==> config.mk <==
export PLATFORM = sky130hd
export DESIGN_NAME = serial_magnitude_comparator
export DESIGN_NICKNAME = d
export VERILOG_FILES = /design/src/rtl/cmp_pkg.sv /design/src/rtl/cmp2_slice.sv /design/src/rtl/serial_magnitude_comparator.sv
export SDC_FILE = /design/constraint.sdc
export NUM_CORES = 1
export LEC_CHECK = 0
export ABC_CLOCK_PERIOD_IN_PS = 1600
export CORE_MARGIN = 2
export CORE_UTILIZATION = 46
export CTS_CLUSTER_SIZE = 10
export DETAILED_ROUTE_END_ITERATION = 16
export PLACE_DENSITY_LB_ADDON = 0.2
export SETUP_SLACK_MARGIN = 0.05
export SLEW_MARGIN = 10
export SYNTH_ARGS = -nofsm -noshare
export SYNTH_HDL_FRONTEND = slang
export SYNTH_SLANG_ARGS = --single-unit
==> constraint.sdc <==
create_clock -name clk -period 1.6 [get_ports clk]
set_clock_uncertainty 0.05 [all_clocks]
set_input_delay 0.16 -clock clk [delete_from_list [all_inputs] [get_ports clk]]
set_output_delay 0.16 -clock clk [all_outputs]
set_load 0.02 [all_outputs]
==> src/rtl/cmp_pkg.sv <==
// cmp_pkg: shared definitions for the serial magnitude comparator.
//   cmp_state_t  - controller state encoding (IDLE, RUN, DONE)
//   pairs_of()   - number of 2-bit pairs in an operand of a given width
//   cnt_width()  - width of a counter that must hold the value pairs_of(width)
package cmp_pkg;

  typedef enum logic [1:0] {
    IDLE = 2'd0,
    RUN  = 2'd1,
    DONE = 2'd2
  } cmp_state_t;

  function automatic int pairs_of(input int width);
    return width / 2;
  endfunction

  function automatic int cnt_width(input int width);
    return $clog2((width / 2) + 1);
  endfunction

endpackage : cmp_pkg

==> src/rtl/cmp2_slice.sv <==
// cmp2_slice: purely combinational 2-bit unsigned magnitude comparator.
// The MSB decides. The LSB decides only when the MSBs are equal.
// Ports:
//   a1, a0  in   bits of operand A (a1 = MSB)
//   b1, b0  in   bits of operand B (b1 = MSB)
//   gt      out  {a1,a0} >  {b1,b0}
//   et      out  {a1,a0} == {b1,b0}
//   lt      out  {a1,a0} <  {b1,b0}
module cmp2_slice (
  input  logic a1,
  input  logic a0,
  input  logic b1,
  input  logic b0,
  output logic gt,
  output logic et,
  output logic lt
);

  logic msb_eq;
  logic lsb_eq;

  assign msb_eq = ~(a1 ^ b1);
  assign lsb_eq = ~(a0 ^ b0);

  assign gt = (a1 & ~b1) | (msb_eq & a0 & ~b0);
  assign lt = (~a1 & b1) | (msb_eq & ~a0 & b0);
  assign et = msb_eq & lsb_eq;

endmodule : cmp2_slice

==> src/rtl/serial_magnitude_comparator.sv <==
// serial_magnitude_comparator: compares two WIDTH-bit unsigned operands
// serially. It consumes one 2-bit pair per cycle, starting with the MSB pair.
// The first pair that differs decides the result.
// Parameters:
//   WIDTH       operand width. It must be even and >= 2.
//   EARLY_EXIT  1: finish on the first differing pair. 0: always scan every pair.
// Ports:
//   clk        in   rising-edge clock
//   rst        in   synchronous, active-high reset. It has priority over all other events.
//   in_valid   in   a/b hold a valid operand pair
//   in_ready   out  operands can be accepted (IDLE only)
//   a, b       in   WIDTH-bit unsigned operands
//   out_valid  out  gt/et/lt hold a valid result
//   out_ready  in   consumer accepts the result
//   gt, et, lt out  A>B, A==B, A<B. They read 0 while out_valid is low.
//   busy       out  high in RUN or DONE
module serial_magnitude_comparator
  import cmp_pkg::*;
#(
  parameter int WIDTH      = 8,
  parameter bit EARLY_EXIT = 1'b0
) (
  input  logic             clk,
  input  logic             rst,
  input  logic             in_valid,
  output logic             in_ready,
  input  logic [WIDTH-1:0] a,
  input  logic [WIDTH-1:0] b,
  output logic             out_valid,
  input  logic             out_ready,
  output logic             gt,
  output logic             et,
  output logic             lt,
  output logic             busy
);

  localparam int PAIRS = pairs_of(WIDTH);
  localparam int CNT_W = cnt_width(WIDTH);

  generate
    if ((WIDTH < 2) || ((WIDTH % 2) != 0)) begin : g_bad_width
      $error("serial_magnitude_comparator: WIDTH must be even and >= 2");
    end
  endgenerate

  cmp_state_t       state;
  logic [WIDTH-1:0] sa;
  logic [WIDTH-1:0] sb;
  logic [CNT_W-1:0] cnt;
  logic             gt_r;
  logic             lt_r;

  logic s_gt;
  logic s_et;
  logic s_lt;

  // The slice always looks at the top pair. The shift registers move the
  // next pair into that position each RUN cycle.
  cmp2_slice u_slice (
    .a1 (sa[WIDTH-1]),
    .a0 (sa[WIDTH-2]),
    .b1 (sb[WIDTH-1]),
    .b0 (sb[WIDTH-2]),
    .gt (s_gt),
    .et (s_et),
    .lt (s_lt)
  );

  logic decided;
  logic nxt_gt;
  logic nxt_lt;
  logic last_pair;
  logic finish;

  // NOTE: every signal gets a default at the top of always_comb. No path can
  // then leave one unassigned, so no latch is inferred.
  always_comb begin
    decided   = 1'b0;
    nxt_gt    = 1'b0;
    nxt_lt    = 1'b0;
    last_pair = 1'b0;
    finish    = 1'b0;

    decided   = gt_r | lt_r;
    // After a pair has differed, the result is frozen. Later pairs cannot override it.
    nxt_gt    = gt_r | (~decided & s_gt);
    nxt_lt    = lt_r | (~decided & s_lt);
    last_pair = (cnt == CNT_W'(1));
    finish    = last_pair | (EARLY_EXIT & ~decided & ~s_et);
  end

  // NOTE: sequential state uses non-blocking assignments only. Every register
  // then updates from the values it held before the edge.
  always_ff @(posedge clk) begin
    if (rst) begin
      // NOTE: the operand shift registers are cleared as well. They are
      // ordinary flops, not a memory array, so a reset on them costs nothing
      // and gives a defined start state.
      state     <= IDLE;
      sa        <= '0;
      sb        <= '0;
      cnt       <= '0;
      gt_r      <= 1'b0;
      lt_r      <= 1'b0;
      in_ready  <= 1'b1;
      out_valid <= 1'b0;
      gt        <= 1'b0;
      et        <= 1'b0;
      lt        <= 1'b0;
      busy      <= 1'b0;
    end else begin
      case (state)
        IDLE: begin
          if (in_valid && in_ready) begin
            sa       <= a;
            sb       <= b;
            cnt      <= CNT_W'(PAIRS);
            gt_r     <= 1'b0;
            lt_r     <= 1'b0;
            in_ready <= 1'b0;
            busy     <= 1'b1;
            state    <= RUN;
          end
        end

        RUN: begin
          gt_r <= nxt_gt;
          lt_r <= nxt_lt;
          sa   <= sa << 2;
          sb   <= sb << 2;
          cnt  <= cnt - CNT_W'(1);
          if (finish) begin
            // The outputs are loaded from the next-state accumulators. They
            // therefore include the pair that was compared in this cycle.
            out_valid <= 1'b1;
            gt        <= nxt_gt;
            lt        <= nxt_lt;
            et        <= ~nxt_gt & ~nxt_lt;
            state     <= DONE;
          end
        end

        DONE: begin
          if (out_ready) begin
            out_valid <= 1'b0;
            gt        <= 1'b0;
            et        <= 1'b0;
            lt        <= 1'b0;
            busy      <= 1'b0;
            in_ready  <= 1'b1;
            state     <= IDLE;
          end
        end

        default: begin
          state     <= IDLE;
          in_ready  <= 1'b1;
          out_valid <= 1'b0;
          gt        <= 1'b0;
          et        <= 1'b0;
          lt        <= 1'b0;
          busy      <= 1'b0;
        end
      endcase
    end
  end

endmodule : serial_magnitude_comparator

==> metrics <==
Synth async-reset ratio=0%; #FFs+latches synth=29; DRT antenna net count=0; fin crit share=92.3%; share of layout cells above drive strength 1=16.1%; Die X=59.1 µm; Hold Slack=0.327 ns; I/O pin cnt=26; # diodes=0; setup TNS=0 ns; Util after Layout=63.5%; Min-Delay Path Class=input pin to register; CP endpoint kind=output pin; vias in the first global route=1277; CTS H-Tree Depth=2; mapped cell area=0.00140 mm²; Syn Area/Cell=8.57 µm²; number of synthesized flops with an enable pin=0; delay-heaviest family, CP=buffers and inverters; cell taking the most area after synthesis=dfxtp_1; Power Density=1010 mW/mm²; CP startpoint kind=register; Max-Cap Viols=0; routed len/inst=14.6 µm; total power=1820 µW; CTS root buf=clkbuf_4; starting DRC count in detailed routing=40; antenna violations before repair=0; flop2flop setup slack=0.18 ns; routed vias=1289; pin slew with the least headroom to its limit=0.658 ns; CP max stage delay=0.60 ns; critical path start-end classification=register to output pin; grt ovf=0; CTS tree=done; worst endpoint data arrival time=1.27 ns; top-area cell type share of the netlist area=41.6%; area delta synth->final=28.7%; setup bufs post-CTS=0; RSZ-0062 raised after global routing=no; TritonCTS Buffers=5; status=completed; Synth warnings=0; Cells after Synth=163; initial core utilization=49.4%; row count=19; DP HPWL=2220 µm; vias per inst=5.78; Post-Route WL=3250 µm; Core ar.=0.00283 mm²; GP Congestion=0.776; Residual DRC=0; clock latency on the worst-skew pair=0.33 ns; Final nets=215; max-slew violation count=0; Area contributors post-synth=dfxtp_1 (42%), a21oi_1 (9.0%), nand2_1 (7.8%), a311oi_2 (5.4%), a311oi_1 (5.0%); commonest register cell after synthesis=dfxtp_1; Max Fclk=677 MHz; Reg clk slew, reported paths=0.09 ns; Worst Path Required=1.39 ns; CTS Buffer Depth=2; hold buffer count at CTS=0; # clock sinks=29; synthesized net count=187; # fillers=251; die height=59.1 µm; crit path max fanout=2; static leakage=0.000681 µW; Peak supply drop=0.597 mV; GRT Util Overall=20.9%; number of buffers and inverters on the critical path=1; die area=0.00349 mm²; minimum clock period=1.48 ns; Final setup viols=0; Seq/Total Area, Yosys=41.6%; largest net degree at the start of global routing=28; Cell Chain, Critical Path=clkdlybuf4s50_1; Final Hold Fails=0; synth cell count leaders=dfxtp_1 (29), nand2_1 (29), a21oi_1 (25); first-pass GRT wire length=5470 µm; synth unique cells=31; Slew HR=56.1%; PortBufs=25; DR pass1 iterations=4; slowest library cell on the worst path=clkdlybuf4s50_1
## final timing paths
kind,from,endpoint,cells after the start
hold / removal,b[0],sb[0]$_SDFFE_PP0P_,3
setup / recovery,gt$_SDFFE_PP0P_,gt,1
hold reg to reg,lt$_SDFFE_PP0P_,lt$_SDFFE_PP0P_,2
setup reg to reg,sb[7]$_SDFFE_PP0P_,et$_SDFFE_PP0P_,5
## placed cells by master (no fill, tap or decap), types with 3 or more instances in the layout
cell             instances
nor2_1                   5
a311oi_1                 8
buf_4                    7
inv_1                    6
dfxtp_1                 28
a21oi_1                 25
clkbuf_4                 5
o31ai_1                  3
nor2b_1                  3
o21ai_0                  9
nand2_1                 29
a311oi_2                 5
ha_1                     3
clkdlybuf4s50_1         23
nand2b_1                 5
## cell families after synthesis
family | Yosys count | share of synthesized area, %
AO/OA/AOI/OAI | 58 | 28.5
AND/OR/NAND/NOR | 55 | 19.8
adder cells (fa/ha/maj) | 4 | 3.58
flip-flops | 29 | 41.6
buffers and inverters | 17 | 6.54
## routing by layer
| layer | routed length (µm) | vias to the layer above | global-route usage (%) | part of all wire, % |
|---|---|---|---|---|
| li1 | - | 642 | - | - |
| met3 | 177 | 5 | 4.80 | 5.4 |
| met2 | 1640 | 35 | 35.6 | 50 |
| met4 | 38 | 0 | 10.1 | 1.2 |
| met5 | 0 | - | 0 | 0 |
| met1 | 1400 | 607 | 24.6 | 43 |
## where the power goes
part | leakage, µW | internal, µW | total [µW] | switching [µW]
registers | 0.000239 | 796 | 853 | 56.8
logic | 0.000401 | 221 | 447 | 226
clock network | 0.0000413 | 254 | 517 | 263
total | 0.000681 | 1270 | 1820 | 546
## state kept, by name (all words and copies together) (netlist names), 2 cells and up
| signal | count |
|---|---|
| cnt | 3 |
| sa | 8 |
| sb | 8 |
| state | 2 |
## cell type report
class / instances / area (µm²) / share of cell area [%]
flip-flops and latches: 29 / 582 / 32.4
repair buffers: 32 / 304 / 16.9
well taps: 31 / 38.8 / 2.16
multi-input cells: 117 / 779 / 43.4
clock inverters: 1 / 5.00 / 0.279
inverters: 6 / 22.5 / 1.25
clock buffers: 7 / 65.1 / 3.62
## timing repair
item                       4_1_cts  5_1_grt
pin swaps                        0        2
setup endpoints to repair       19        6
resized for setup                4        7
## metrics by stage
step	cells	cell area [µm²]	setup slack, ns
final	223	1800	0.122
after global routing	223	1800	0.0647
after CTS	223	1750	0.00635
after detailed placement	215	1670	-0.384
after global placement	215	1670	-0.321
after floorplan	163	1400	0.0810
Power figures use the tool's default switching activity.
